[config.mk]
export PLATFORM = sky130hd
export DESIGN_NAME = alu_exec_unit
export DESIGN_NICKNAME = d
export VERILOG_FILES = /design/src/rtl/alu_ctrl_pkg.sv /design/src/rtl/alu_shift_add_mul.sv /design/src/rtl/alu_exec_unit.sv
export SDC_FILE = /design/constraint.sdc
export NUM_CORES = 1
export LEC_CHECK = 0
export CORE_MARGIN = 1
export CORE_UTILIZATION = 50
export CTS_CLUSTER_DIAMETER = 200
export DETAILED_ROUTE_END_ITERATION = 12
export GPL_ROUTABILITY_DRIVEN = 0
export MAX_ROUTING_LAYER = met4
export PLACE_DENSITY = 0.78
export SETUP_SLACK_MARGIN = 0.15
export SLEW_MARGIN = 10
export SYNTH_ARGS = -nofsm -noshare
export SYNTH_HDL_FRONTEND = slang
export SYNTH_SLANG_ARGS = --single-unit
[constraint.sdc]
create_clock -name clk_i -period 3.3 [get_ports clk_i]
set_clock_uncertainty 0.15 [all_clocks]
set_input_delay 0.33 -clock clk_i [delete_from_list [all_inputs] [get_ports clk_i]]
set_output_delay 0.33 -clock clk_i [all_outputs]
set_load 0.02 [all_outputs]
[src/rtl/alu_ctrl_pkg.sv]
// Shared ALU control encoding: op codes and exec-unit FSM state encoding.
// Used by both the ALU controller and alu_exec_unit so the encodings stay in lockstep.
package alu_ctrl_pkg;

  localparam int ALU_CTRL_W = 4;

  localparam logic [ALU_CTRL_W-1:0] OP_OR  = 4'b0000;
  localparam logic [ALU_CTRL_W-1:0] OP_AND = 4'b0001;
  localparam logic [ALU_CTRL_W-1:0] OP_ADD = 4'b0010;
  localparam logic [ALU_CTRL_W-1:0] OP_MUL = 4'b0011;
  localparam logic [ALU_CTRL_W-1:0] OP_SUB = 4'b0110;
  localparam logic [ALU_CTRL_W-1:0] OP_SLT = 4'b0111;
  localparam logic [ALU_CTRL_W-1:0] OP_NON = 4'b1111;

  typedef enum logic [1:0] {
    S_IDLE     = 2'd0,
    S_MUL_BUSY = 2'd1,
    S_MUL_DONE = 2'd2
  } exec_state_t;

endpackage

[src/rtl/alu_shift_add_mul.sv]
// Iterative shift-add multiplier: one multiplier bit per cycle, DATA_W cycles per product.
// last_o flags the final iteration so the caller can advance in the same edge the product settles.
module alu_shift_add_mul #(
  parameter int DATA_W = 32
) (
  input  logic              clk_i,
  input  logic              rst_i,
  input  logic              start_i,
  input  logic [DATA_W-1:0] a_i,
  input  logic [DATA_W-1:0] b_i,
  output logic              busy_o,
  output logic              last_o,
  output logic              done_o,
  output logic [DATA_W-1:0] product_o
);

  localparam int CNT_W = (DATA_W > 1) ? $clog2(DATA_W) : 1;

  logic [DATA_W-1:0] mcand;
  logic [DATA_W-1:0] mplier;
  logic [DATA_W-1:0] acc;
  logic [CNT_W-1:0]  cnt;

  assign last_o    = busy_o && (cnt == CNT_W'(DATA_W-1));
  assign product_o = acc;

  // Load operands on start, then add the shifted multiplicand for each set multiplier bit.
  always_ff @(posedge clk_i) begin
    if (rst_i) begin
      busy_o <= 1'b0;
      done_o <= 1'b0;
      cnt    <= '0;
      acc    <= '0;
      mcand  <= '0;
      mplier <= '0;
    end else if (start_i) begin
      busy_o <= 1'b1;
      done_o <= 1'b0;
      cnt    <= '0;
      acc    <= '0;
      mcand  <= a_i;
      mplier <= b_i;
    end else if (busy_o) begin
      if (mplier[0]) acc <= acc + mcand;
      mcand  <= mcand << 1;
      mplier <= mplier >> 1;
      cnt    <= cnt + 1'b1;
      if (last_o) begin
        busy_o <= 1'b0;
        done_o <= 1'b1;
      end
    end
  end

endmodule

[src/rtl/alu_exec_unit.sv]
// ALU execution unit: consumes {ctrl, src1, src2} over valid/ready, returns a registered
// result with zero/overflow/illegal flags. Define ALU_EXEC_MUL_EN to enable the iterative
// multiply (op 0011); otherwise that code is treated as illegal.
module alu_exec_unit
  import alu_ctrl_pkg::*;
#(
  parameter int DATA_W = 32,
  parameter int CTRL_W = ALU_CTRL_W
) (
  input  logic              clk_i,
  input  logic              rst_i,
  input  logic              valid_i,
  output logic              ready_o,
  input  logic [CTRL_W-1:0] ctrl_i,
  input  logic [DATA_W-1:0] src1_i,
  input  logic [DATA_W-1:0] src2_i,
  output logic              valid_o,
  input  logic              ready_i,
  output logic [DATA_W-1:0] result_o,
  output logic              zero_o,
  output logic              overflow_o,
  output logic              illegal_o
);

  localparam int MSB = DATA_W - 1;

  logic              accept;
  logic              stall;
  logic              drain;
  logic [DATA_W-1:0] sum;
  logic [DATA_W-1:0] diff;
  logic [DATA_W-1:0] nxt_res;
  logic              nxt_ovf;
  logic              nxt_ill;
  logic              load;
  logic [DATA_W-1:0] load_res;
  logic              load_ovf;
  logic              load_ill;

  assign accept = valid_i & ready_o;
  assign stall  = valid_o & ~ready_i;
  assign drain  = valid_o & ready_i;
  assign sum    = src1_i + src2_i;
  assign diff   = src1_i - src2_i;

  // Single-cycle datapath; anything not decoded here returns 0 with illegal set.
  always_comb begin
    nxt_res = '0;
    nxt_ovf = 1'b0;
    nxt_ill = 1'b0;
    case (ctrl_i)
      OP_ADD: begin
        nxt_res = sum;
        nxt_ovf = (src1_i[MSB] == src2_i[MSB]) && (sum[MSB] != src1_i[MSB]);
      end
      OP_SUB: begin
        nxt_res = diff;
        nxt_ovf = (src1_i[MSB] != src2_i[MSB]) && (diff[MSB] != src1_i[MSB]);
      end
      OP_AND: nxt_res = src1_i & src2_i;
      OP_OR:  nxt_res = src1_i | src2_i;
      OP_SLT: nxt_res = DATA_W'($signed(src1_i) < $signed(src2_i));
`ifdef ALU_EXEC_MUL_EN
      OP_MUL: ; // handled by the multiplier path, never loaded from here
`endif
      default: nxt_ill = 1'b1;
    endcase
  end

`ifdef ALU_EXEC_MUL_EN
  exec_state_t       state;
  logic              is_mul;
  logic              mul_start;
  logic              mul_busy;
  logic              mul_last;
  logic              mul_done;
  logic [DATA_W-1:0] mul_prod;
  logic              load_mul;

  assign is_mul    = (ctrl_i == OP_MUL);
  assign mul_start = accept & is_mul;
  assign ready_o   = (state == S_IDLE) & (~valid_o | ready_i);
  assign load_mul  = (state == S_MUL_DONE) & mul_done & ~stall;
  assign load      = (accept & ~is_mul) | load_mul;
  assign load_res  = load_mul ? mul_prod : nxt_res;
  assign load_ovf  = load_mul ? 1'b0 : nxt_ovf;
  assign load_ill  = load_mul ? 1'b0 : nxt_ill;

  alu_shift_add_mul #(.DATA_W(DATA_W)) u_mul (
    .clk_i     (clk_i),
    .rst_i     (rst_i),
    .start_i   (mul_start),
    .a_i       (src1_i),
    .b_i       (src2_i),
    .busy_o    (mul_busy),
    .last_o    (mul_last),
    .done_o    (mul_done),
    .product_o (mul_prod)
  );

  // Multiply sequencing: stay busy for DATA_W iterations, then wait in DONE until the result can load.
  always_ff @(posedge clk_i) begin
    if (rst_i) begin
      state <= S_IDLE;
    end else begin
      case (state)
        S_IDLE:     if (mul_start) state <= S_MUL_BUSY;
        S_MUL_BUSY: if (mul_busy && mul_last) state <= S_MUL_DONE;
        S_MUL_DONE: if (load_mul) state <= S_IDLE;
        default:    state <= S_IDLE;
      endcase
    end
  end
`else
  assign ready_o  = ~valid_o | ready_i;
  assign load     = accept;
  assign load_res = nxt_res;
  assign load_ovf = nxt_ovf;
  assign load_ill = nxt_ill;
`endif

  // Output register: load replaces (even while draining), drain alone only drops valid.
  always_ff @(posedge clk_i) begin
    if (rst_i) begin
      valid_o    <= 1'b0;
      result_o   <= '0;
      zero_o     <= 1'b0;
      overflow_o <= 1'b0;
      illegal_o  <= 1'b0;
    end else if (load) begin
      valid_o    <= 1'b1;
      result_o   <= load_res;
      zero_o     <= (load_res == '0);
      overflow_o <= load_ovf;
      illegal_o  <= load_ill;
    end else if (drain) begin
      valid_o    <= 1'b0;
    end
  end

endmodule
==> run_summary.xml, run 1 <==
<?xml version="1.0" encoding="UTF-8"?>
<metrics>
  <group name="outcome">
    <metric name="last-stage-reached" unit="">global routing (5_1_grt)</metric>
    <metric name="result_of_the_run" unit="">aborted with a tool error</metric>
    <metric name="tool.error" unit="">[ERROR GRT-0232] Routing congestion too high. Check the congestion heatmap in the GUI.</metric>
  </group>
  <group name="placed_design">
    <metric name="placed_cells_incl_taps" unit="">1510</metric>
    <metric name="io_buffers" unit="">108</metric>
    <metric name="hpwl_after_detailed_placement" unit="um">20500</metric>
    <metric name="dpl_worst_slack" unit="ns">-0.781</metric>
  </group>
  <group name="floorplan">
    <metric name="floorplan.die.height" unit="um">118</metric>
    <metric name="fp.dieW" unit="um">118</metric>
    <metric name="floorplan.initialDensity" unit="%">51.1</metric>
    <metric name="core.rowCount" unit="">42</metric>
    <metric name="io-pin-count" unit="">109</metric>
  </group>
  <group name="cts">
    <metric name="clock-root-buffer" unit="">clkbuf_16</metric>
    <metric name="post_cts_hold_buffer_count" unit="">0</metric>
    <metric name="cts_num_sinks" unit="">36</metric>
    <metric name="htree_num_levels" unit="">2</metric>
    <metric name="cts_max_path_buffers" unit="">2</metric>
    <metric name="cts-buffers-inserted" unit="">5</metric>
  </group>
  <group name="global_routing">
    <metric name="grt_usage" unit="%">79.0</metric>
    <metric name="globalRouteOverflowTotal" unit="">37</metric>
    <metric name="grt_max_degree" unit="">48</metric>
    <metric name="antenna_found_initial" unit="">8</metric>
  </group>
  <group name="yosys">
    <metric name="synth_ff_type" unit="">dfxtp_1</metric>
    <metric name="synth-compound-area-share" unit="%">35.3</metric>
    <metric name="synth.avg_cell_area" unit="sq um">6.85</metric>
    <metric name="netlist_instances" unit="">988</metric>
    <metric name="post_synth_mux_area_share" unit="%">1.03</metric>
    <metric name="yosys_warnings" unit="">0</metric>
    <metric name="synth_top_family_by_area" unit="">compound AO/OA/AOI/OAI gates</metric>
    <metric name="synth_sequential_area_ratio" unit="%">10.6</metric>
    <metric name="post_synth_xor_area_fraction" unit="%">1.29</metric>
    <metric name="synthesis.area" unit="sq um">6770</metric>
    <metric name="synth_simple_gate_area_share" unit="%">22.8</metric>
    <metric name="synth.lib_cells_used.distinct" unit="">88</metric>
    <metric name="post_synthesis_share_of_cell_area_spent_on_full_adders_half_adders_and_majority_gates" unit="%">19.6</metric>
    <metric name="postSynth.asyncResetShare" unit="%">0</metric>
    <metric name="synth.net_count" unit="">1165</metric>
    <metric name="synth-seq-cells" unit="">36</metric>
    <metric name="synth_edf_count" unit="">0</metric>
  </group>
  <group name="timing">
    <metric name="worst_endpoint" unit="">zero_o$_SDFFE_PP0P_/D</metric>
    <metric name="timing.repair.worst_endpoint_type" unit="">register input</metric>
  </group>
</metrics>
==> Yosys cell counts, drive strengths merged (5+ instances only) <==
cell type | number | area, sq um
a31oi | 13 | 81.3
a21o | 13 | 97.6
o22ai | 8 | 50.1
o21ai | 66 | 330
or4 | 5 | 41.3
a211oi | 28 | 220
nor2b | 11 | 68.8
o311ai | 5 | 51.3
a22oi | 8 | 60.1
o211ai | 14 | 115
a221oi | 6 | 76.3
dfxtp | 36 | 721
o31ai | 18 | 154
nor4 | 15 | 113
ha | 103 | 1290
nand3 | 12 | 60.1
o21a | 8 | 60.1
nor2 | 95 | 357
clkbuf | 37 | 140
inv | 99 | 372
mux2i | 7 | 70.1
nand2 | 94 | 353
nand4 | 14 | 87.6
buf | 24 | 119
xnor2 | 6 | 52.6
and2 | 7 | 43.8
a21oi | 99 | 510
or3 | 6 | 37.5
nor3 | 37 | 196
nand2b | 9 | 56.3
o21bai | 9 | 67.6
==> layer usage <==
metal  GRT overflow  global-route usage [%]
met3              0                    63.4
met4             20                    76.4
met2             17                    93.3
met5              -                       -
met1              0                    78.1
==> cells by family after synthesis <==
| family | Yosys count |
|---|---|
| and+or+nand+nor | 321 |
| AOI/OAI and AO/OA | 348 |
| muxes | 7 |
| DFF | 36 |
| adders and majority gates | 105 |
| buffers and inverters | 161 |
| xor gates and xnor gates | 10 |
==> through the flow <==
stage | TNS (ns) | hold WS [ns] | instance area, sq um
after floorplan | 0 | 0.309 | 6790
after CTS | 0 | 0.319 | 11100
after detailed placement | -9.48 | 0.310 | 10100
after global placement | -7.21 | 0.294 | 10100
==> timing repair <==
| action | in CTS |
|---|---|
| pin swaps | 88 |
| gates resized for setup | 239 |
| endpoints found under the hold margin | 0 |
| endpoints found under the setup margin | 21 |
| setup buffers | 28 |
==> inputs of run 2 (changes only) <==
--- a/config.mk
+++ b/config.mk
@@ -6,13 +6,10 @@
 export NUM_CORES = 1
 export LEC_CHECK = 0
 export CORE_MARGIN = 1
-export CORE_UTILIZATION = 50
-export CTS_CLUSTER_DIAMETER = 200
+export CORE_UTILIZATION = 35
 export DETAILED_ROUTE_END_ITERATION = 12
 export GPL_ROUTABILITY_DRIVEN = 0
-export MAX_ROUTING_LAYER = met4
-export PLACE_DENSITY = 0.78
-export SETUP_SLACK_MARGIN = 0.15
+export PLACE_DENSITY_LB_ADDON = 0.15
 export SLEW_MARGIN = 10
 export SYNTH_ARGS = -nofsm -noshare
 export SYNTH_HDL_FRONTEND = slang
==> constraint.sdc (replaced) <==
create_clock -name clk_i -period 4.3 [get_ports clk_i]
set_clock_uncertainty 0.15 [all_clocks]
set_input_delay 0.43 -clock clk_i [delete_from_list [all_inputs] [get_ports clk_i]]
set_output_delay 0.43 -clock clk_i [all_outputs]
set_load 0.02 [all_outputs]
==> run 2 against run 1 <==
The run now ends clean. Synthesized cell count stayed put. Synthesized area stayed put.
==> run_summary.xml, run 2 <==
<?xml version="1.0" encoding="UTF-8"?>
<metrics>
  <group name="timing">
    <metric name="setup_repair_after_global_routing_missed_its_margin" unit="">false</metric>
    <metric name="slew_headroom" unit="%">26.0</metric>
    <metric name="final_critical_path_setup_slack" unit="ns">0.205</metric>
    <metric name="max_slew.worst_pin.slew" unit="ns">1.11</metric>
    <metric name="finalSetupViolations" unit="">0</metric>
    <metric name="fin_crit_sh" unit="%">95.2</metric>
    <metric name="fmax" unit="MHz">244</metric>
    <metric name="post-route-min-period" unit="ns">4.10</metric>
    <metric name="timing.final.max_slew_violations" unit="">0</metric>
    <metric name="hold_viol_final" unit="">0</metric>
  </group>
  <group name="cts">
    <metric name="clock_insertion_delay_worst_skew" unit="ns">0.28</metric>
    <metric name="htree_num_levels" unit="">2</metric>
    <metric name="cts-buffers-inserted" unit="">5</metric>
    <metric name="clock-root-buffer" unit="">clkbuf_16</metric>
    <metric name="cts_num_sinks" unit="">36</metric>
    <metric name="post_cts_hold_buffer_count" unit="">0</metric>
    <metric name="clk_pin_slew" unit="ns">0.06</metric>
    <metric name="cts_tree" unit="">done</metric>
    <metric name="cts_max_path_buffers" unit="">2</metric>
  </group>
  <group name="critical_path">
    <metric name="worstPathArrival" unit="ns">4.14</metric>
    <metric name="worst_path_most_repeated_cell" unit="">o211ai_1</metric>
    <metric name="reg2reg_from" unit="">valid_o</metric>
    <metric name="worst_ep_required_time" unit="ns">4.35</metric>
    <metric name="worstRegToRegCells" unit="">11</metric>
    <metric name="r2r_setup_slack" unit="ns">1.80</metric>
    <metric name="slowest_delay" unit="ns">0.50</metric>
    <metric name="worstSetupStartpointType" unit="">primary input</metric>
    <metric name="critical_path.slowest_cell" unit="">a31oi_1</metric>
    <metric name="timing.rr.end" unit="">zero_o</metric>
    <metric name="timing_worst_setup_path_type" unit="">in2reg</metric>
    <metric name="end_kind" unit="">flop</metric>
    <metric name="critical_path.max_fanout" unit="">10</metric>
    <metric name="cp_cell_sequence" unit="">clkdlybuf4s50_1 &gt; inv_1 &gt; ha_1 &gt; nor4b_1 &gt; buf_4 &gt; o41ai_2 &gt; o211ai_2 &gt; o31ai_4 &gt; o211ai_1 &gt; a31oi_1 &gt; o211ai_1 &gt; o21a_1 &gt; nor4_2 &gt; nand4_1 &gt; o31ai_2</metric>
  </group>
  <group name="yosys">
    <metric name="post-synth-top-area-cell" unit="">ha_1</metric>
    <metric name="post-synth-top-area-fraction" unit="%">19.0</metric>
    <metric name="synth-seq-cells" unit="">36</metric>
    <metric name="synth.lib_cells_used.distinct" unit="">88</metric>
    <metric name="cell_with_the_most_instances_after_synthesis" unit="">ha_1</metric>
    <metric name="synthesis.area" unit="sq um">6770</metric>
    <metric name="synth_edf_count" unit="">0</metric>
    <metric name="synth.net_count" unit="">1165</metric>
    <metric name="synth.top_cells.by_area" unit="">ha_1 19%, dfxtp_1 11%, a21oi_1 7.0%</metric>
    <metric name="synth_ff_type" unit="">dfxtp_1</metric>
    <metric name="synth.avg_cell_area" unit="sq um">6.85</metric>
    <metric name="post_synth_most_frequent_cells" unit="">103 x ha_1, 98 x inv_1, 95 x a21oi_1, 95 x nor2_1, 94 x nand2_1</metric>
    <metric name="yosys_warnings" unit="">0</metric>
    <metric name="postSynth.asyncResetShare" unit="%">0</metric>
    <metric name="netlist_instances" unit="">988</metric>
    <metric name="synth_sequential_area_ratio" unit="%">10.6</metric>
  </group>
  <group name="flow_run">
    <metric name="cap_viol_max_count" unit="">0</metric>
  </group>
  <group name="floorplan">
    <metric name="floorplan.die.height" unit="um">141</metric>
    <metric name="floorplan.initialDensity" unit="%">36.0</metric>
    <metric name="design.die.area" unit="sq um">19900</metric>
    <metric name="fp.dieW" unit="um">141</metric>
    <metric name="core.rowCount" unit="">50</metric>
    <metric name="core_region_area" unit="sq um">18800</metric>
    <metric name="io-pin-count" unit="">109</metric>
  </group>
  <group name="placed_design">
    <metric name="hpwl_after_detailed_placement" unit="um">19900</metric>
    <metric name="io_buffers" unit="">108</metric>
    <metric name="placed_cells_incl_taps" unit="">1397</metric>
    <metric name="dpl_worst_slack" unit="ns">-0.107</metric>
  </group>
  <group name="drt">
    <metric name="detail_route.iter0.violations" unit="">880</metric>
    <metric name="routed_wire_length_per_instance" unit="um">17.4</metric>
    <metric name="route.antenna.remaining_nets" unit="">0</metric>
    <metric name="viasPerCell" unit="">5.59</metric>
    <metric name="finalWirelength" unit="um">24500</metric>
    <metric name="route.detailed.drc" unit="">0</metric>
    <metric name="vias" unit="">7858</metric>
    <metric name="drt_first_pass_iters" unit="">5</metric>
  </group>
  <group name="final_layout">
    <metric name="mostFrequentLayoutCell" unit="">clkdlybuf4s50_1</metric>
    <metric name="layout.cells.non_filler" unit="">1405</metric>
    <metric name="n_antenna_cell" unit="">0</metric>
    <metric name="largest_reg_flops" unit="">32</metric>
    <metric name="largest_register" unit="">result_o</metric>
    <metric name="layout-area-overhead-vs-synth" unit="%">31.1</metric>
    <metric name="most-common-layout-cells" unit="">107 x clkdlybuf4s50_1, 103 x ha_1, 100 x buf_4, 98 x inv_1</metric>
    <metric name="filler_cell_count" unit="">1950</metric>
    <metric name="final_layout_size_suffix_gt1_share" unit="%">12.8</metric>
    <metric name="final_nets" unit="">1321</metric>
  </group>
  <group name="pwr">
    <metric name="static-leakage-power" unit="nW">3.87</metric>
    <metric name="vdd.ir_drop.worst" unit="mV">0.167</metric>
    <metric name="power.density" unit="nW/um^2">201</metric>
  </group>
  <group name="global_routing">
    <metric name="grt_max_degree" unit="">48</metric>
    <metric name="grt_usage" unit="%">24.4</metric>
    <metric name="grt_pass1_wl" unit="um">38800</metric>
    <metric name="globalRouteOverflowTotal" unit="">0</metric>
    <metric name="first_global_vias" unit="">7109</metric>
    <metric name="antenna_found_initial" unit="">0</metric>
  </group>
  <group name="hold_path">
    <metric name="worstHoldEndpoint" unit="">result_o[20]</metric>
    <metric name="holdCritPathClass" unit="">reg2reg</metric>
    <metric name="worstHoldPathCells" unit="">2</metric>
    <metric name="min-delay-start" unit="">result_o[20]</metric>
  </group>
  <group name="outcome">
    <metric name="result_of_the_run" unit="">complete, no violations</metric>
  </group>
</metrics>
-- run 2: cell counts after synthesis --
No cell type changed its count.
-- run 2: report_power, final --
part / switching [mW] / total [mW] / leakage (nW) / internal, mW
Combinational: 0.606 / 1.05 / 3.50 / 0.442
Sequential: 0.0151 / 0.374 / 0.297 / 0.359
Clock: 0.149 / 0.362 / 0.0736 / 0.214
Total: 0.770 / 1.79 / 3.87 / 1.02
-- run 2: repair_timing --
action | CTS | global route
buffers inserted | 0 | 0
setup endpoints to repair | 0 | 1
resized for setup | 0 | 3
-- run 2: cell families after synthesis --
logic type / Yosys count / share of synthesized area [%]
mux: 7 / 1.03
flops: 36 / 10.6
fa+ha+maj: 105 / 19.6
simple gates: 321 / 22.8
compound gates: 348 / 35.3
xor+xnor: 10 / 1.29
buf+inv: 161 / 9.37
-- run 2: metal layers --
metal / global-route usage, % / part of all wire [%] / vias up / wire [um]
met5: 0 / 0 / - / 0
met4: 3.55 / 0.94 / 0 / 229
met3: 2.68 / 7.8 / 22 / 1900
met2: 38.4 / 43 / 336 / 10500
met1: 36.1 / 48 / 3618 / 11800
li1: - / - / 3882 / -
-- run 2: through the flow --
step	area, sq um	utilization, %	total power, mW	hold slack [ns]	TNS (ns)
3_3_place_gp	8710	46.3	1.40	0.296	-0.0378
2_1_floorplan	6770	-	0.985	0.385	0
5_1_grt	8870	47.1	1.89	0.345	0
4_1_cts	8860	47.0	1.77	0.309	0
3_5_place_dp	8710	46.3	1.41	0.301	-0.107
6_report	8870	47.1	1.79	0.307	0
-- run 2: worst max path at each step --
stage / end / slack (ns) / cells after the start / from
3_5_place_dp: zero_o / -0.11 / 16 / src1_i[0]
5_1_grt: zero_o / 0.004 / 15 / src1_i[8]
6_report: zero_o / 0.20 / 15 / src2_i[8]
2_1_floorplan: zero_o / 0.97 / 13 / src1_i[0]
3_3_place_gp: zero_o / -0.04 / 16 / src1_i[0]
4_1_cts: zero_o / 0.16 / 16 / src1_i[0]
-- run 2: final cells by class --
class	instances	area (sq um)	share of cell area (%)
clock buffers	5	125	1.41
well taps	260	325	3.67
flip-flops and latches	36	721	8.12
repair buffers	210	1870	21.0
inverters	100	375	4.23
multi-input cells	791	5440	61.3
clock inverters	3	18.8	0.212
-- run 2: critical path, delay by kind of cell --
| family | cells | cell delay [ns] |
|---|---|---|
| and+or+nand+nor | 3 | 0.52 |
| buffers and inverters | 3 | 0.69 |
| AOI/OAI and AO/OA | 8 | 2.03 |
| adders and majority gates | 1 | 0.47 |
(Power assumes the default switching activity.)
==> inputs of run 3 (changes only) <==
--- a/config.mk
+++ b/config.mk
@@ -7,6 +7,7 @@
 export LEC_CHECK = 0
 export CORE_MARGIN = 1
 export CORE_UTILIZATION = 35
+export CTS_BUF_LIST = sky130_fd_sc_hd__clkbuf_8
 export DETAILED_ROUTE_END_ITERATION = 12
 export GPL_ROUTABILITY_DRIVEN = 0
 export PLACE_DENSITY_LB_ADDON = 0.15
==> run 3 against run 2 <==
Wire length is essentially flat. Clock-buffer cell count unchanged. Worst hold slack improved by 0.0024 ns. Fmax increased by 0.62%. Utilization decreased by 0.36 points. Global-route usage about the same. Register-to-register slack hardly changed. Design area down 0.76%. Critical path type unchanged. Critical endpoint unchanged.
==> run_summary.xml, run 3 (same netlist as run 2, synthesis figures left out) <==
<?xml version="1.0" encoding="UTF-8"?>
<metrics>
  <group name="outcome">
    <metric name="result_of_the_run" unit="">complete, no violations</metric>
  </group>
  <group name="timing">
    <metric name="fin_crit_sh" unit="%">94.7</metric>
    <metric name="slew_headroom" unit="%">24.9</metric>
    <metric name="timing.setup.tns" unit="ns">0</metric>
    <metric name="setup_repair_after_global_routing_missed_its_margin" unit="">false</metric>
    <metric name="max_slew.worst_pin.slew" unit="ns">1.12</metric>
    <metric name="post-route-min-period" unit="ns">4.07</metric>
    <metric name="fmax" unit="MHz">246</metric>
    <metric name="finalSetupViolations" unit="">0</metric>
    <metric name="hold_viol_final" unit="">0</metric>
    <metric name="timing.final.max_slew_violations" unit="">0</metric>
  </group>
  <group name="pwr">
    <metric name="static-leakage-power" unit="nW">3.84</metric>
    <metric name="power.density" unit="nW/um^2">189</metric>
    <metric name="vdd.ir_drop.worst" unit="mV">0.105</metric>
    <metric name="total_power" unit="mW">1.67</metric>
  </group>
  <group name="floorplan">
    <metric name="core.rowCount" unit="">50</metric>
    <metric name="floorplan.initialDensity" unit="%">36.0</metric>
    <metric name="io-pin-count" unit="">109</metric>
    <metric name="floorplan.die.height" unit="um">141</metric>
    <metric name="fp.dieW" unit="um">141</metric>
    <metric name="design.die.area" unit="sq um">19900</metric>
    <metric name="core_region_area" unit="sq um">18800</metric>
  </group>
  <group name="cts">
    <metric name="cts-buffers-inserted" unit="">5</metric>
    <metric name="clk_pin_slew" unit="ns">0.08</metric>
    <metric name="clock_insertion_delay_worst_skew" unit="ns">0.29</metric>
    <metric name="post_cts_hold_buffer_count" unit="">0</metric>
    <metric name="cts_max_path_buffers" unit="">2</metric>
    <metric name="htree_num_levels" unit="">2</metric>
    <metric name="cts_repair_resize_count" unit="">0</metric>
    <metric name="post-cts-setup-buffers" unit="">0</metric>
    <metric name="clock-root-buffer" unit="">clkbuf_8</metric>
    <metric name="cts_num_sinks" unit="">36</metric>
    <metric name="cts_tree" unit="">done</metric>
  </group>
  <group name="critical_path">
    <metric name="end_kind" unit="">flop</metric>
    <metric name="family_with_the_most_delay_on_the_worst_path" unit="">compound AO/OA/AOI/OAI gates</metric>
    <metric name="cp_cell_sequence" unit="">clkdlybuf4s50_1 &gt; inv_1 &gt; ha_1 &gt; nor4b_1 &gt; buf_4 &gt; o41ai_2 &gt; o211ai_2 &gt; o31ai_4 &gt; o211ai_1 &gt; a31oi_1 &gt; o211ai_1 &gt; o21a_1 &gt; nor4_2 &gt; nand4_1 &gt; o31ai_2</metric>
    <metric name="r2r_setup_slack" unit="ns">1.80</metric>
    <metric name="critical_path.slowest_cell" unit="">a31oi_1</metric>
    <metric name="worstPathArrival" unit="ns">4.13</metric>
    <metric name="worst_path_most_repeated_cell" unit="">o211ai_1</metric>
    <metric name="slowest_delay" unit="ns">0.50</metric>
    <metric name="cp_num_buf_inv" unit="">3</metric>
    <metric name="timing_worst_setup_path_type" unit="">in2reg</metric>
    <metric name="critical_path.max_fanout" unit="">10</metric>
    <metric name="worstSetupStartpointType" unit="">primary input</metric>
    <metric name="worst_ep_required_time" unit="ns">4.36</metric>
  </group>
  <group name="placed_design">
    <metric name="hpwl_after_detailed_placement" unit="um">19900</metric>
    <metric name="placed_cells_incl_taps" unit="">1397</metric>
    <metric name="io_buffers" unit="">108</metric>
    <metric name="placement.cell_area" unit="sq um">8710</metric>
  </group>
  <group name="global_routing">
    <metric name="globalRouteMet1Util" unit="%">36.2</metric>
    <metric name="grt_pass1_wl" unit="um">38800</metric>
    <metric name="grt_use_met3" unit="%">2.82</metric>
    <metric name="first_global_vias" unit="">7095</metric>
    <metric name="grt_max_degree" unit="">48</metric>
    <metric name="antenna_found_initial" unit="">0</metric>
    <metric name="global_routing_usage_on_met2" unit="%">38.3</metric>
    <metric name="busiest_layer" unit="">met2</metric>
    <metric name="globalRouteOverflowTotal" unit="">0</metric>
    <metric name="grt_usage" unit="%">24.5</metric>
  </group>
  <group name="drt">
    <metric name="finalWirelength" unit="um">24500</metric>
    <metric name="route.antenna.remaining_nets" unit="">0</metric>
    <metric name="drt_first_pass_iters" unit="">5</metric>
    <metric name="routed_wire_length_per_instance" unit="um">17.4</metric>
    <metric name="viasPerCell" unit="">5.62</metric>
    <metric name="vias" unit="">7892</metric>
    <metric name="route.detailed.drc" unit="">0</metric>
    <metric name="detail_route.iter0.violations" unit="">886</metric>
  </group>
  <group name="final_layout">
    <metric name="n_antenna_cell" unit="">0</metric>
    <metric name="finish.instance_area" unit="sq um">8810</metric>
    <metric name="largest_register" unit="">result_o</metric>
    <metric name="final_nets" unit="">1321</metric>
    <metric name="finish.utilization" unit="%">46.8</metric>
    <metric name="layout-area-overhead-vs-synth" unit="%">30.1</metric>
    <metric name="final_layout_size_suffix_gt1_share" unit="%">12.7</metric>
    <metric name="largest_reg_flops" unit="">32</metric>
    <metric name="layout.cells.non_filler" unit="">1405</metric>
    <metric name="mostFrequentLayoutCell" unit="">clkdlybuf4s50_1</metric>
    <metric name="most-common-layout-cells" unit="">107 x clkdlybuf4s50_1, 103 x ha_1, 100 x buf_4, 98 x inv_1</metric>
  </group>
  <group name="hold_path">
    <metric name="holdCritPathClass" unit="">reg2reg</metric>
  </group>
  <group name="flow_run">
    <metric name="cap_viol_max_count" unit="">0</metric>
  </group>
</metrics>
run 3: cell types whose count changed in the layout (fill, tap and decap cells not counted):
cell and change:
clkbuf_16 -5, clkbuf_8 +5, a22oi_1 +1, a22oi_2 -1
nor4_1 +1, nor4_2 -1
run 3: worst paths after layout:
path                startpoint  depth (start not counted)            to
setup / recovery     src2_i[8]                         15        zero_o
hold / removal    result_o[20]                          2  result_o[20]
setup reg to reg       valid_o                         11        zero_o
hold reg to reg   result_o[20]                          2  result_o[20]
run 3: worst min-delay path, delay by kind of cell, from the launching register on:
kind	cells	cell delay, ns
DFF	1	0.31
AOI/OAI and AO/OA	1	0.05
and+or+nand+nor	1	0.05
run 3: routing by layer:
| metal | vias to the layer above | wire [um] |
|---|---|---|
| li1 | 3874 | - |
| met1 | 3636 | 11800 |
| met2 | 362 | 10700 |
| met3 | 20 | 1880 |
| met4 | 0 | 200 |
| met5 | - | 0 |
run 3: power breakdown:
| group | leakage, nW | switching, mW | internal [mW] | total, mW |
|---|---|---|---|---|
| sequential | 0.297 | 0.0153 | 0.359 | 0.374 |
| combinational | 3.50 | 0.604 | 0.441 | 1.05 |
| clock | 0.0479 | 0.135 | 0.113 | 0.248 |
| total | 3.84 | 0.754 | 0.913 | 1.67 |
run 3: metrics by stage:
step / hold slack, ns / setup WS, ns
floorplan: 0.385 / 0.972
global placement: 0.296 / -0.0378
detailed placement: 0.301 / -0.107
CTS: 0.312 / 0.176
global route: 0.348 / 0.0130
finish: 0.310 / 0.230
run 3: final cells by class:
class	count	area, sq um
clock inverter	3	18.8
tap	260	325
inverter	100	375
timing repair buffer	210	1870
fill	1961	10000
multi-input combinational	791	5430
clock buffer	5	68.8
sequential	36	721
==> RTL edit 1: new RTL, flow settings as in run 2 <==
Add a define of `ALU_EXEC_MUL_EN`.
--- a/src/rtl/alu_exec_unit.sv
+++ b/src/rtl/alu_exec_unit.sv
@@ -1,6 +1,8 @@
 // ALU execution unit: consumes {ctrl, src1, src2} over valid/ready, returns a registered
 // result with zero/overflow/illegal flags. Define ALU_EXEC_MUL_EN to enable the iterative
 // multiply (op 0011); otherwise that code is treated as illegal.
+`define ALU_EXEC_MUL_EN
+
 module alu_exec_unit
   import alu_ctrl_pkg::*;
 #(
Check against the original RTL: not equivalent (Yosys sat finds a counterexample within 4 cycles, from zero or initial values and one cycle with rst_i high).
==> RTL edit 1 against run 2 <==
Sequential cell count up 105. Design area is 84% higher. Die area up 89%. Total power increased by 130%. Area after synthesis increased by 91%. Non-clock buffer count is 116 higher. Utilization is 1.7 points lower. Critical endpoint unchanged. Register-to-register slack worse by 1.3 ns. Clock power grew to 4.2 times the old value. Setup slack worse by 0.019 ns. Largest power group is now the clock network. Routed wire length rose by 100%. Highest routed layer unchanged.
==> RTL edit 1: results (changes against run 2) <==
* First-pass GRT wire length at 76.2 mm (was 38.8 mm)
* Status: finished clean (unchanged)
* Adder-cell share of the synthesized area at 0.130 (was 0.196)
* M1 GR Usage at 0.369 (was 0.361)
* Layout cells sized above 1 at 0.157 (was 0.128)
* Worst R2R Start: u_mul.mcand[9] (was valid_o)
* Comb pwr share at 0.310 (was 0.587)
* Die W at 194 um (was 141 um)
* Hold path depth at 3 (was 2)
* H-tree Lvls at 4 (was 2)
* Multiplexer share of the synthesized area at 0.0567 (was 0.0103)
* Clock Latency Late Sink at 0.46 ns (was 0.28 ns)
* Ant diodes at 1 (was 0)
* DRT iter0 DRCs at 1,129 (was 880)
* Worst Path Arrival at 4.37 ns (was 4.14 ns)
* Met3 Use GR at 0.0383 (was 0.0268)
* Met3 routed WL at 3.23 mm (was 1.90 mm)
* Clock power share at 0.363 (was 0.203)
* Fillers at 3,671 (was 1,950)
* Post-Synth XOR/XNOR Area at 0.0299 (was 0.0129)
* Reg2Reg Depth at 13 (was 11)
* Clk tree area frac at 0.0354 (was 0.0162)
* Pre-CTS setup slack at -0.299 ns (was -0.107 ns)
* M1 wire length at 23.2 mm (was 11.8 mm)
* Post-synthesis compound-gate area fraction at 0.287 (was 0.353)
* Register area at 2830 um2 (was 721 um2)
* Final WL at 49.0 mm (was 24.5 mm)
* Non-clock buffer share at 0.169 (was 0.210)
* Multi-input combinational area share at 0.564 (was 0.613)
* Worst R2R End: u_mul.product_o[31] (was zero_o)
* Synthesized area per cell at 7.52 um2 (was 6.85 um2)
* Worst hold start: src1_i[0] (was result_o[20])
* Routed wl met2 at 20.8 mm (was 10.5 mm)
* Vias in the first global route at 13,100 (was 7,109)
* Drt first pass iters at 6 (was 5)
* Setup crit start: src1_i[1] (was src2_i[8])
-- RTL edit 1: cell count changes in the layout (fill, tap and decap cells not counted), moves of 17 or more --
cell | before | now
nand3_1 | 12 | 29
mux2i_1 | 7 | 72
ha_1 | 103 | 129
xnor2_1 | 6 | 32
dfxtp_1 | 36 | 140
a211oi_1 | 26 | 82
a21o_1 | 13 | 31
nand2_1 | 94 | 172
buf_4 | 100 | 216
nor2_1 | 95 | 194
a21oi_1 | 95 | 166
-- RTL edit 1: worst register-to-register path, stage by stage, from the launching register on --
cell	delay, ns
dfxtp_1	0.50
ha_1	0.35
a21o_1	0.20
a221o_1	0.40
a2bb2oi_1	0.19
o41ai_1	0.14
o41ai_1	0.44
o2111ai_1	0.27
a21o_1	0.26
o211ai_1	0.18
nand2b_1	0.09
xnor2_1	0.13
or3_1	0.30
a21oi_1	0.13
-- RTL edit 1: timing repair --
action | 4_1_cts | 5_1_grt
buffers inserted | 0 | 2
gates resized for setup | 0 | 13
setup endpoints to repair | 0 | 3
==> RTL edit 2: new RTL, flow settings as in run 2 <==
Without the edit above. Register the output `overflow_o` once more, cleared by the reset; this adds one clock of latency there. The other outputs are not delayed to match.
--- a/src/rtl/alu_exec_unit.sv
+++ b/src/rtl/alu_exec_unit.sv
@@ -23,6 +23,8 @@
 );
 
   localparam int MSB = DATA_W - 1;
+
+  logic overflow_s0;
 
   logic              accept;
   logic              stall;
@@ -125,17 +127,25 @@
       valid_o    <= 1'b0;
       result_o   <= '0;
       zero_o     <= 1'b0;
-      overflow_o <= 1'b0;
+      overflow_s0 <= 1'b0;
       illegal_o  <= 1'b0;
     end else if (load) begin
       valid_o    <= 1'b1;
       result_o   <= load_res;
       zero_o     <= (load_res == '0);
-      overflow_o <= load_ovf;
+      overflow_s0 <= load_ovf;
       illegal_o  <= load_ill;
     end else if (drain) begin
       valid_o    <= 1'b0;
     end
   end
 
+  always_ff @(posedge clk_i) begin
+    if (rst_i) begin
+      overflow_o <= '0;
+    end else begin
+      overflow_o <= overflow_s0;
+    end
+  end
+
 endmodule
Check against the original RTL: not equivalent (a bounded check fails within 4 cycles, from zero or initial values and one cycle with rst_i high).
==> RTL edit 2 against run 2 <==
The run now ends with design-rule violations left. Global-route usage hardly changed. Sequential cell count rose by 1. Routed wire length is 1.3% lower. Setup slack worse by 0.051 ns. Critical path depth increased by 1. Area after synthesis shrank 2.0%. Sequential power rose by 2%. Total power rose by 9.5%. Design area up 3.7%. Critical endpoint unchanged. Largest power group unchanged.
==> RTL edit 2: results (changes against run 2) <==
* Met2 Usage GRT at 0.384 (about the same)
* CP max stage cell: clkdlybuf4s50_1 (was a31oi_1)
* Most frequent cells after synthesis: ha_1, inv_1, nor2_1, a21oi_1, o21ai_0 (was ha_1, inv_1, a21oi_1, nor2_1, nand2_1)
* Top reg by flops: result_o (unchanged)
* DRT iter0 DRCs at 705 (was 880)
* Largest net degree at the start of global routing at 54 (was 48)
* Leakage dissipation at 4.05 nW (was 3.87 nW)
* Fin nets at 1,347 (was 1,321)
* Post-Place Cell Area at 8910 um2 (was 8710 um2)
* Peak Freq at 241 MHz (was 244 MHz)
* M1 GR Usage at 0.356 (was 0.361)
* Via count at 7,805 (was 7,858)
* Failing checks: design-rule violations
* Synth area leaders: ha_1, dfxtp_1, a21oi_1, inv_1, nor2_1 (unchanged)
* Worst Path Arrival at 4.18 ns (was 4.14 ns)
* Setup crit start: src1_i[0] (was src2_i[8])
* Vias in the first global route at 7,328 (was 7,109)
* Layout cells sized above 1 at 0.169 (was 0.128)
* Fillers at 1,909 (was 1,950)
* Area leader, netlist: ha_1 (unchanged)
* Syn Nets at 1,135 (was 1,165)
* First-pass GRT wire length at 38.5 mm (was 38.8 mm)
* GRT Util Overall at 0.244 (about the same)
* Sequential area share after synthesis at 0.112 (was 0.106)
* Main synth FF type: dfxtp_1 (unchanged)
* Slew @ Worst Pin at 0.918 ns (was 1.11 ns)
* Met3 Use GR at 0.0282 (was 0.0268)
* Status: complete, but fails checks (was finished clean)
* Final WL at 24.2 mm (was 24.5 mm)
* Pre-CTS setup slack at -0.304 ns (was -0.107 ns)
* CP max stage delay at 0.49 ns
* Maximum vdd drop at 0.164 mV (was 0.167 mV)
* Crit path max fanout at 4 (was 10)
* Drt drc at 1 (was 0)
* Worst hold start: result_o[16] (was result_o[20])
* DPL Wire Length at 19.7 mm (was 19.9 mm)
* Drt first pass iters at 9 (was 5)
* Synth cell types at 74 (was 88)
* Clk buf depth at 2 (unchanged)
* Synth top area share at 0.194 (was 0.190)
[RTL edit 2: area by class of cell]
cell class	instances	share of cell area
Multi-Input combinational cell	766	0.586
Timing Repair Buffer	259	0.240
Sequential cell	37	0.0805
Inverter	101	0.0412
Tap cell	229	0.0311
Clock buffer	5	0.0136
Clock inverter	3	0.00748
[RTL edit 2: routing by layer]
metal  wire [um]  share of wire
met1       11800           0.49
met3        1660          0.069
met2       10300           0.43
met5           0              0
met4         411          0.017
[RTL edit 2: path summary, 6_finish.rpt]
| check | endpoint | slack [ns] | cells past startpoint |
|---|---|---|---|
| max | zero_o | 0.15 | 16 |
| min | result_o[16] | 0.30 | 2 |
| max reg2reg | zero_o | 1.73 | 10 |
| min reg2reg | result_o[16] | 0.30 | 2 |
[RTL edit 2: cells by family after synthesis]
kind of cell    after synthesis  synth area share
compound gates              335             0.342
xor+xnor                     24            0.0317
fa+ha+maj                   105             0.200
buf+inv                     155            0.0902
flops                        37             0.112
mux                           5           0.00754
simple gates                297             0.217
[RTL edit 2: what timing repair did]
item,CTS,global route
hold endpoints to repair,0,0
pin swaps,1,10
resized for setup,0,21
setup buffers,0,2
setup endpoints to repair,1,1
[RTL edit 2: metrics by stage]
step                      setup TNS, ns  cells  utilization  power [mW]
after CTS                             0   1398        0.498        1.93
after detailed placement         -0.350   1390        0.488        1.45
final                                 0   1400        0.504        1.96
after global placement           -0.211   1390        0.488        1.45
after floorplan                       0    958            -       0.980
after global routing            -0.0293   1400        0.504        2.07
[RTL edit 2: where the power goes]
group	switching [mW]	internal, mW
Combinational	0.600	0.497
Sequential	0.0145	0.366
Clock	0.142	0.334
Total	0.757	1.20
